`config.mk`:
```
export PLATFORM = sky130hd
export DESIGN_NAME = core_debug_scanner
export DESIGN_NICKNAME = d
export VERILOG_FILES = /design/src/rtl/core_debug_scanner.sv
export SDC_FILE = /design/constraint.sdc
export NUM_CORES = 1
export LEC_CHECK = 0
export CORE_MARGIN = 10
export CORE_UTILIZATION = 41
export DETAILED_ROUTE_END_ITERATION = 10
export GPL_TIMING_DRIVEN = 0
export PLACE_DENSITY = 0.77
export SYNTH_ARGS = -nofsm -noshare
export SYNTH_HDL_FRONTEND = slang
export SYNTH_SLANG_ARGS = --single-unit
```
`constraint.sdc`:
```
create_clock -name clk -period 1.8 [get_ports clk]
set_input_delay 0.18 -clock clk [delete_from_list [all_inputs] [get_ports clk]]
set_output_delay 0.18 -clock clk [all_outputs]
set_load 0.02 [all_outputs]
```
`src/rtl/core_debug_scanner.sv`:
```
// Debug front-end for RV32core: turns a step level into a one-cycle core step and sweeps debug_addr, streaming (addr, data) pairs.
// Latency: a pair is offered RD_LAT+1 cycles after its address is driven; one pair per RD_LAT+2 cycles when out_ready stays high.
// Backpressure: out_ready low holds the current pair and debug_addr indefinitely; step/start requests outside IDLE are dropped.
module core_debug_scanner #(
  parameter int NUM_ENTRIES = 128,
  parameter int RD_LAT      = 1,
  parameter bit AUTO_SCAN   = 1'b1
) (
  input  logic        clk,
  input  logic        rst,
  input  logic        dbg_en_i,
  input  logic        step_req,
  input  logic        start,
  output logic        debug_en,
  output logic        debug_step,
  output logic [6:0]  debug_addr,
  input  logic [31:0] debug_data,
  output logic        out_valid,
  input  logic        out_ready,
  output logic [6:0]  out_addr,
  output logic [31:0] out_data,
  output logic        busy,
  output logic        done
);

  typedef enum logic [1:0] {IDLE, STEP, CAPT, SEND} state_t;

  localparam logic [6:0] LAST_ADDR = 7'(NUM_ENTRIES - 1);
  localparam logic [1:0] LAT_END   = 2'(RD_LAT);

  state_t     state;
  state_t     state_nxt;
  logic       step_q;
  logic [1:0] lat_cnt;
  logic       step_edge;
  logic       cap_hit;
  logic       hs;
  logic       last;

  // Core debug mode follows the switch directly.
  assign debug_en  = dbg_en_i;
  assign step_edge = step_req & ~step_q;
  // Core read data is trusted once the address has been stable RD_LAT cycles.
  assign cap_hit   = (state == CAPT) && (lat_cnt == LAT_END);
  assign hs        = (state == SEND) && out_valid && out_ready;
  assign last      = (debug_addr == LAST_ADDR);

  // State register.
  always_ff @(posedge clk) begin
    if (rst) state <= IDLE;
    else     state <= state_nxt;
  end

  // Next-state decode plus the state-decoded outputs (step pulse, busy).
  always_comb begin
    state_nxt  = state;
    debug_step = 1'b0;
    busy       = 1'b0;
    case (state)
      IDLE: begin
        // A step edge wins over a simultaneous scan request.
        if (step_edge && dbg_en_i) state_nxt = STEP;
        else if (start)            state_nxt = CAPT;
      end
      STEP: begin
        debug_step = 1'b1;
        state_nxt  = AUTO_SCAN ? CAPT : IDLE;
      end
      CAPT: begin
        busy = 1'b1;
        if (cap_hit) state_nxt = SEND;
      end
      SEND: begin
        busy = 1'b1;
        if (hs) state_nxt = last ? IDLE : CAPT;
      end
      default: state_nxt = IDLE;
    endcase
  end

  // Datapath: step edge history, read-latency counter, address sweep, output pair and done pulse.
  always_ff @(posedge clk) begin
    if (rst) begin
      step_q     <= 1'b0;
      lat_cnt    <= 2'd0;
      debug_addr <= 7'd0;
      out_valid  <= 1'b0;
      out_addr   <= 7'd0;
      out_data   <= 32'd0;
      done       <= 1'b0;
    end else begin
      step_q <= step_req;
      done   <= hs && last;
      case (state)
        IDLE, STEP: begin
          // Every scan begins at address 0 with a fresh latency count.
          lat_cnt    <= 2'd0;
          debug_addr <= 7'd0;
        end
        CAPT: begin
          lat_cnt <= lat_cnt + 2'd1;
          if (cap_hit) begin
            out_data  <= debug_data;
            out_addr  <= debug_addr;
            out_valid <= 1'b1;
          end
        end
        SEND: begin
          if (hs) begin
            out_valid  <= 1'b0;
            lat_cnt    <= 2'd0;
            debug_addr <= last ? 7'd0 : debug_addr + 7'd1;
          end
        end
        default: ;
      endcase
    end
  end

endmodule
```
* Word level (Yosys, flattened, before mapping) *
Cells that the tools add are included.

operators by class
  add/subtract/negate cells = 2
  equal/unequal tests = 8
  mux-type cells = 16
  bitwise logic cells = 2
  reduce and logical (&&, ||, !) cells = 14

operator list
  kind                   number
  $mux W7                2
  $pmux W7 S2            1
  $mux W2                6
  $pmux W2 S4            1
  $add A7 B1 Y7 const B  1
  $eq A7 B7 Y1 const B   1
  $pmux W2 S3            1
  $reduce_and A3 Y1      2
  $logic_and A1 B1 Y1    5
  $eq A2 B1 Y1 const B   2
  $eq A2 B2 Y1 const B   2
  $mux W1                4
  $ne A2 B2 Y1 const B   2
  $reduce_and A2 Y1      2
  $reduce_bool A2 Y1     2
  $reduce_or A2 Y1       2
  $ne A3 B3 Y1 const B   1
  $add A2 B1 Y2 const B  1
  $logic_not A2 Y1       1
  $pmux W1 S2            1
  $and A1 B1 Y1          1
  $not A1 Y1             1

storage, ports and cells
  register bits after elaboration = 53
  input bits = 38
  output and inout port bits = 51
  word-level logic and storage cells = 50

* Logic depth before layout (Yosys ltp) *
Gate-level depths: netlist of run 1.

  depth after elaboration = 5
  mapped depth = 8
  gate-level depth less buffers = 6

* Worst setup path after synthesis of run 1 *
No wires, ideal clock.

  path type = register -> register
  start point = register debug_addr[0]
  end point = register debug_addr[0]
  library setup time = 120 ps
  data arrival time = 1261 ps
  required time = 1680 ps
  slack = 420 ps
  cell stages (with the launch flop) = 6
  path buffers = 0
  clock period less this slack = 1380 ps
  cell sequence = dfxtp_1 -> ha_1 -> and3_1 -> nand4_1 -> nand2b_1 -> nor2_1

between the ends
  cells in the longest elaborated chain, start to end = 4
  elaborated cells on any way between the ends = 5
  classes of those cells = 1 x add/sub; 1 x eq/ne; 3 x mux

ends and longest elaborated chain
  what                                           RTL line  text
  start, declared                                16        output logic [6:0] debug_addr,
  start signal, assigned                         112       debug_addr <= last ? 7'd0 : debug_addr + 7'd1;
  $add A7 B1 Y7 or $eq A7 B7 Y1 (tied branches)  112, 46
  $mux W7 *                                      112
  $mux W7 *                                      109       if (hs) begin
  $pmux W7 S2 *                                  94        case (state)

Mark *: on every way between the ends. The rest lies on a longest branch, timed or not. The select of a mux whose other input is x is not followed.
A chain may end at the register's enable or synchronous reset.

* Final worst setup path of run 1 *
  start point = register debug_addr[2]
  end point = output debug_addr[2]

No word-level cell between the ends.

==> results of run 1 <==
==> state kept, by name, summed over array words and instances, names as in the netlist <==
name / count
step_q: 1
lat_cnt: 2
out_addr: 7
done: 1
out_valid: 1
state: 2
out_data: 32
debug_addr: 7
==> per-layer routing <==
| layer | routed length [um] | up-vias |
|---|---|---|
| li1 | - | 992 |
| met1 | 2640 | 874 |
| met2 | 2560 | 66 |
| met3 | 347 | 5 |
| met4 | 48 | 0 |
| met5 | 0 | - |
==> metrics by stage <==
step / cells / hold WS [ns]
6_report: 409 / 0.252
2_1_floorplan: 247 / 0.308
3_3_place_gp: 401 / 0.441
5_1_grt: 409 / 0.305
3_5_place_dp: 401 / 0.445
4_1_cts: 409 / 0.240
==> layout make-up <==
| class | instances | area share, % |
|---|---|---|
| timing repair buffer | 87 | 28.4 |
| inverter | 2 | 0.246 |
| clock buffer | 7 | 3.15 |
| buffer | 17 | 2.99 |
| sequential | 53 | 34.8 |
| tap | 67 | 2.74 |
| multi-input combinational | 175 | 27.5 |
| clock inverter | 1 | 0.164 |
==> cells in the final DEF (no fill, tap or decap), drive strengths merged, types with 2 or more instances in the layout <==
master and count:
clkdlybuf4s50 86, nand3 7, inv 2, buf 9, nand2b 3, ha 2, or2 2, dfxtp 53
xnor2 5, nand2 83, clkbuf 15, a21oi 46, a211oi 2, nor2 12, nor2b 2
==> synthesized netlist by cell type (all sizes together) <==
library cell | number | share of area, %
inv | 2 | 0.37
nor2 | 12 | 2.3
nand3 | 7 | 2.4
nand4 | 1 | 0.31
and4 | 1 | 0.44
a41oi | 1 | 0.44
dfxtp | 53 | 53
o211ai | 1 | 0.38
nand2b | 3 | 0.94
and3 | 1 | 0.31
nor3 | 1 | 0.25
or2 | 2 | 0.63
a211oi | 2 | 0.75
xnor2 | 5 | 2.2
a32oi | 1 | 0.44
nand3b | 1 | 0.38
clkbuf | 8 | 1.5
nor2b | 2 | 0.63
a21boi | 1 | 0.38
ha | 2 | 1.3
a31oi | 1 | 0.31
a21oi | 46 | 12
nand2 | 83 | 16
or3 | 1 | 0.31
buf | 9 | 3.1
==> logic make-up (layout without fill, tap and decap cells) <==
kind of cell / count (synthesis) / after routing / synth area share [%]
xor+xnor: 5 / 5 / 2.19
simple gates: 115 / 115 / 24.4
fa+ha+maj: 2 / 2 / 1.25
buf+inv: 19 / 114 / 4.94
compound gates: 53 / 53 / 14.2
flops: 53 / 53 / 53.0
==> power by group <==
group          leakage [nW]  internal (mW)  switching [mW]
logic                 0.557          0.161           0.147
clock network        0.0542          0.348           0.368
registers             0.429           1.20          0.0254
==> repair_timing <==
item	CTS	global route
buffers inserted	0	0
hold buffers	0	0
gates resized for setup	2	0
endpoints found under the setup margin	1	0
==> worst paths after layout <==
path	from	depth (start not counted)	slack [ns]	to
worst max register to register	lat_cnt[1]$_SDFFE_PP0P_	7	0.23	out_data[18]$_SDFFE_PP0P_
worst max-delay path	debug_addr[2]$_SDFFE_PP0P_	1	0.17	debug_addr[2]
worst min-delay path	rst	2	0.25	step_q$_SDFF_PP0_
worst min register to register	out_data[10]$_SDFFE_PP0P_	2	0.46	out_data[10]$_SDFFE_PP0P_
==> metrics.csv, run 1 <==
stage;metric;value;unit
clock_network;cts_made_buffers;5;
setup_path;worstSetupEndpointType;output port;
power_and_ir_drop;p_total;2.25;mW
floorplan;die_x;89.9;um
route;ant_nets;0;
final_layout;fin_util;64.7;%
grt;antenna_found_initial;0;
timing;hold_viol_final;0;
timing;max_freq;615;MHz
final_layout;area_growth;52.8;%
power_and_ir_drop;leakagePower;1.04;nW
route;totalWireLength;5600;um
final_layout;fill_cells;431;
clock_network;root_buffer;clkbuf_8;
placement;pre_cts_ws;0.243;ns
timing;tightest_slew;0.495;ns
grt;grt_max_degree;16;
final_layout;multiInputGateArea;841;um2
setup_path;crit_chain;clkdlybuf4s50_1;
grt;met3_usage;4.66;%
setup_path;cp.arrival;1.45;ns
setup_path;startpoint_type;flip-flop;
floorplan;rows;25;
timing;fin_setup_tns;0;ns
floorplan;io_pins;89;
timing;layout_setup_ws;0.175;ns
floorplan;fp.dieH;89.9;um
grt;grt_pass1_wl;8980;um
setup_path;cp_num_buf_inv;1;
clock_network;clockBufferDepth;2;
timing;relSlewSlack;67.0;%
yosys;synthCells;247;
grt;met2_usage;21.1;%
route;drt-wirelength-per-cell;13.7;um
grt;grt_pass1_vias;1823;
setup_path;criticalPathCategory;reg -> out;
yosys;syn-cell-area;0.00200;mm2
route;drc;0;
clock_network;path_clk_slew;0.09;ns
yosys;synthesis.nets;287;
clock_network;tritoncts;yes;
timing;finalClockSkew;0.00622;ns
route;drtIter0Drc;61;
setup_path;worstPathMaxFanout;8;
yosys;ys_seq_area_share;53.0;%
power_and_ir_drop;power_density;737;mW/mm2
setup_path;critPathTopFamily;buffers and inverters;
setup_path;cp_slowest_stage_delay;0.66;ns
placement;place_congestion;0.822;
final_layout;drive_above_1_share;6.14;%
outcome;status;finished, final reports clean;
yosys;synth_cell_type_count;30;
min_path;min_path_type;in -> reg;
yosys;avgSynthCellArea;8.10;um2
route;num_vias;1937;
final_layout;ff_latch_area;0.00106;mm2
clock_network;cts_sinks;53;
floorplan;coreArea;0.00472;mm2
placement;post_dp_cell_area;0.00296;mm2
timing;period_share;90.3;%
floorplan;dieArea;0.00807;mm2
placement;dp_hpwl;4270;um
clock_network;worstSkewPairLatency;0.30;ns
grt;grtUsageTotal;13.2;%
route;vias_per_cell;4.74;
yosys;yosysWarnings;0;
grt;grt-busiest-layer;met2;
setup_path;crit_required;1.62;ns
clock_network;htreeDepth;2;
timing;setup_viol;0;
final_layout;nNetsFinal;381;
final_layout;diodes;0;
setup_path;crit_slowest_cell;clkdlybuf4s50_1;
floorplan;initial_utilization;42.4;%
grt;use_met1;16.5;%
timing;rsz0062_at_grt;false;
placement;io_buffers;87;
timing;drv_slew;0;
run;max-cap-violations;0;
timing;period_minus_slack;1.63;ns
power_and_ir_drop;irDropWorstVdd;416;uV
yosys;postSynthRegisterBits;53;
route;firstDrtPassIters;4;
final_layout;fin_area;0.00306;mm2
grt;grt-ovfl-total;0;
No activity file was read; power rests on OpenSTA's default activity.
==> run 2: changes to the inputs <==
Settings changed: SLEW_MARGIN set to 0.
==> results of run 2 <==
Final layout, timing and power as in run 1 (identical DEF).
==> run 3: changes to the inputs <==
Settings changed: CORE_UTILIZATION 41 to 25, PLACE_DENSITY 0.77 to 0.51, SLEW_MARGIN 0 to 20.
==> metrics.csv, run 3 (synthesis results as in run 1) <==
stage;metric;value;unit;change
outcome;status;finished, final reports clean;;
clock_network;path_clk_slew;0.10;ns;about the same
placement;place_congestion;0.708;;-14%
grt;grtUsageTotal;10.4;%;-2.7 points
route;ant_nets;0;;unchanged
final_layout;largest_register_ffs;32;;unchanged
floorplan;io_pins;89;;unchanged
route;drtIter0Drc;61;;unchanged
route;wl_met1;2840;um;+7.3%
final_layout;layout_common_cells;clkdlybuf4s50_1 (86), nand2_1 (83), dfxtp_1 (52);;
setup_path;crit_slowest_cell;clkdlybuf4s50_1;;
timing;hold_viol_final;0;;unchanged
final_layout;fin_util;39.9;%;-25 points
setup_path;cp_num_buf_inv;1;;unchanged
timing;finalClockSkew;0.0113;ns;+0.00513 ns
floorplan;dieArea;0.0120;mm2;+48%
setup_path;startpoint_type;flip-flop;;
power_and_ir_drop;power_density;729;mW/mm2;-1.2%
setup_path;cp.arrival;1.49;ns;+0.04 ns
route;vias_per_cell;4.27;;-9.7%
floorplan;rows;32;;+28%
route;firstDrtPassIters;4;;unchanged
timing;fin_setup_tns;0;ns;unchanged
final_layout;nNetsFinal;381;;unchanged
route;wl_met3;565;um;+63%
floorplan;fp.dieH;109;um;+22%
setup_path;critPathTopFamily;buffers and inverters;;
min_path;min_path_type;in -> reg;;
setup_path;crit_required;1.62;ns;about the same
route;route.met2.wl;2840;um;+11%
route;totalWireLength;6290;um;+12%
final_layout;largest-register;out_data;;
route;num_vias;1898;;-2.0%
route;drt-wirelength-per-cell;14.2;um;+3.4%
final_layout;reg_top3;out_data x32, debug_addr x7, out_addr x7;;
timing;max_freq;598;MHz;-2.8%
grt;grt_max_degree;17;;+1
route;drc;0;;unchanged
timing;rsz0062_at_grt;false;;
clock_network;cts_sinks;53;;unchanged
power_and_ir_drop;leakagePower;1.04;nW;+0.38%
timing;period_minus_slack;1.67;ns;+0.0472 ns
timing;drv_slew;0;;unchanged
route;top_layer;met4;;
setup_path;worstSetupEndpointType;output port;;
floorplan;initial_utilization;25.8;%;-17 points
timing;setup_viol;0;;unchanged
grt;grt_pass1_wl;10000;um;+12%
setup_path;cp_slowest_stage_delay;0.68;ns;+0.02 ns
clock_network;htreeDepth;2;;unchanged
grt;antenna_found_initial;0;;unchanged
clock_network;cts_made_buffers;5;;unchanged
clock_network;tritoncts;yes;;
placement;io_buffers;87;;unchanged
floorplan;coreArea;0.00777;mm2;+64%
final_layout;fill_cells;818;;+90%
grt;grt_pass1_vias;1919;;+5.3%
placement;dp_hpwl;4720;um;+10%
power_and_ir_drop;irDropWorstVdd;314;uV;-25%
setup_path;criticalPathCategory;reg -> out;;
timing;tightest_slew;0.475;ns;-0.0197 ns
run;max-cap-violations;0;;unchanged
clock_network;worstSkewPairLatency;0.31;ns;about the same
clock_network;root_buffer;clkbuf_8;;
timing;period_share;92.9;%;+2.6 points
final_layout;diodes;0;;unchanged
timing;relSlewSlack;68.3;%;+1.3 points
clock_network;clockBufferDepth;2;;unchanged
final_layout;drive_above_1_share;6.73;%;+0.58 points
final_layout;area_growth;55.0;%;
final_layout;final_common_cell;clkdlybuf4s50_1;;
grt;grt-ovfl-total;0;;unchanged
setup_path;crit_chain;clkdlybuf4s50_1;;
floorplan;die_x;109;um;+22%
setup_path;worstPathMaxFanout;8;;unchanged
[run 3: cell types whose count changed in the layout (fill, tap and decap cells not counted), sizes merged]
cell / previous run / this run
clkinv: 1 / 2
buf: 9 / 8
[run 3: final cells by class]
| type | count | area, um2 | share of cell area, % |
|---|---|---|---|
| repair buffers | 87 | 870 | 28.0 |
| clock buffers | 6 | 82.6 | 2.66 |
| inverters | 2 | 7.51 | 0.242 |
| clock inverters | 2 | 13.8 | 0.444 |
| well taps | 102 | 128 | 4.12 |
| flip-flops and latches | 53 | 1060 | 34.3 |
| multi-input cells | 175 | 841 | 27.1 |
| plain buffers | 17 | 96.3 | 3.11 |
[run 3: worst paths after layout]
path	from	endpoint	slack, ns	cells after the start
worst min register to register	out_data[10]$_SDFFE_PP0P_	out_data[10]$_SDFFE_PP0P_	0.46	2
worst min-delay path	rst	out_data[0]$_SDFFE_PP0P_	0.26	2
worst max register to register	lat_cnt[0]$_SDFFE_PP0P_	out_addr[2]$_SDFFE_PP0P_	0.23	7
worst max-delay path	debug_addr[2]$_SDFFE_PP0P_	debug_addr[2]	0.13	1
[run 3: where the power goes]
| part | internal (mW) | switching, mW |
|---|---|---|
| clock network | 0.313 | 0.406 |
| logic | 0.162 | 0.148 |
| registers | 1.20 | 0.0263 |
| total | 1.68 | 0.581 |
[run 3: repair_timing]
item | CTS | global route
endpoints found under the setup margin | 1 | 8
pin swaps | 0 | 0
setup buffers | 0 | 0
hold buffers | 0 | 0
resized for setup | 2 | 5
[run 3: stage by stage]
stage	area, um2	hold slack, ns	power, mW	instances	setup WS [ns]
2_1_floorplan	2000	0.308	1.40	247	0.420
3_3_place_gp	3000	0.441	1.57	436	0.230
3_5_place_dp	3000	0.446	1.57	436	0.169
4_1_cts	3100	0.251	2.30	444	0.113
5_1_grt	3100	0.320	2.38	444	0.0418
6_report	3100	0.256	2.26	444	0.127
[run 3: metal layers]
layer | global-route usage (%) | vias up
li1 | - | 993
met1 | 13.1 | 847
met2 | 16.4 | 54
met3 | 3.92 | 4
met4 | 2.79 | 0
met5 | 0 | -
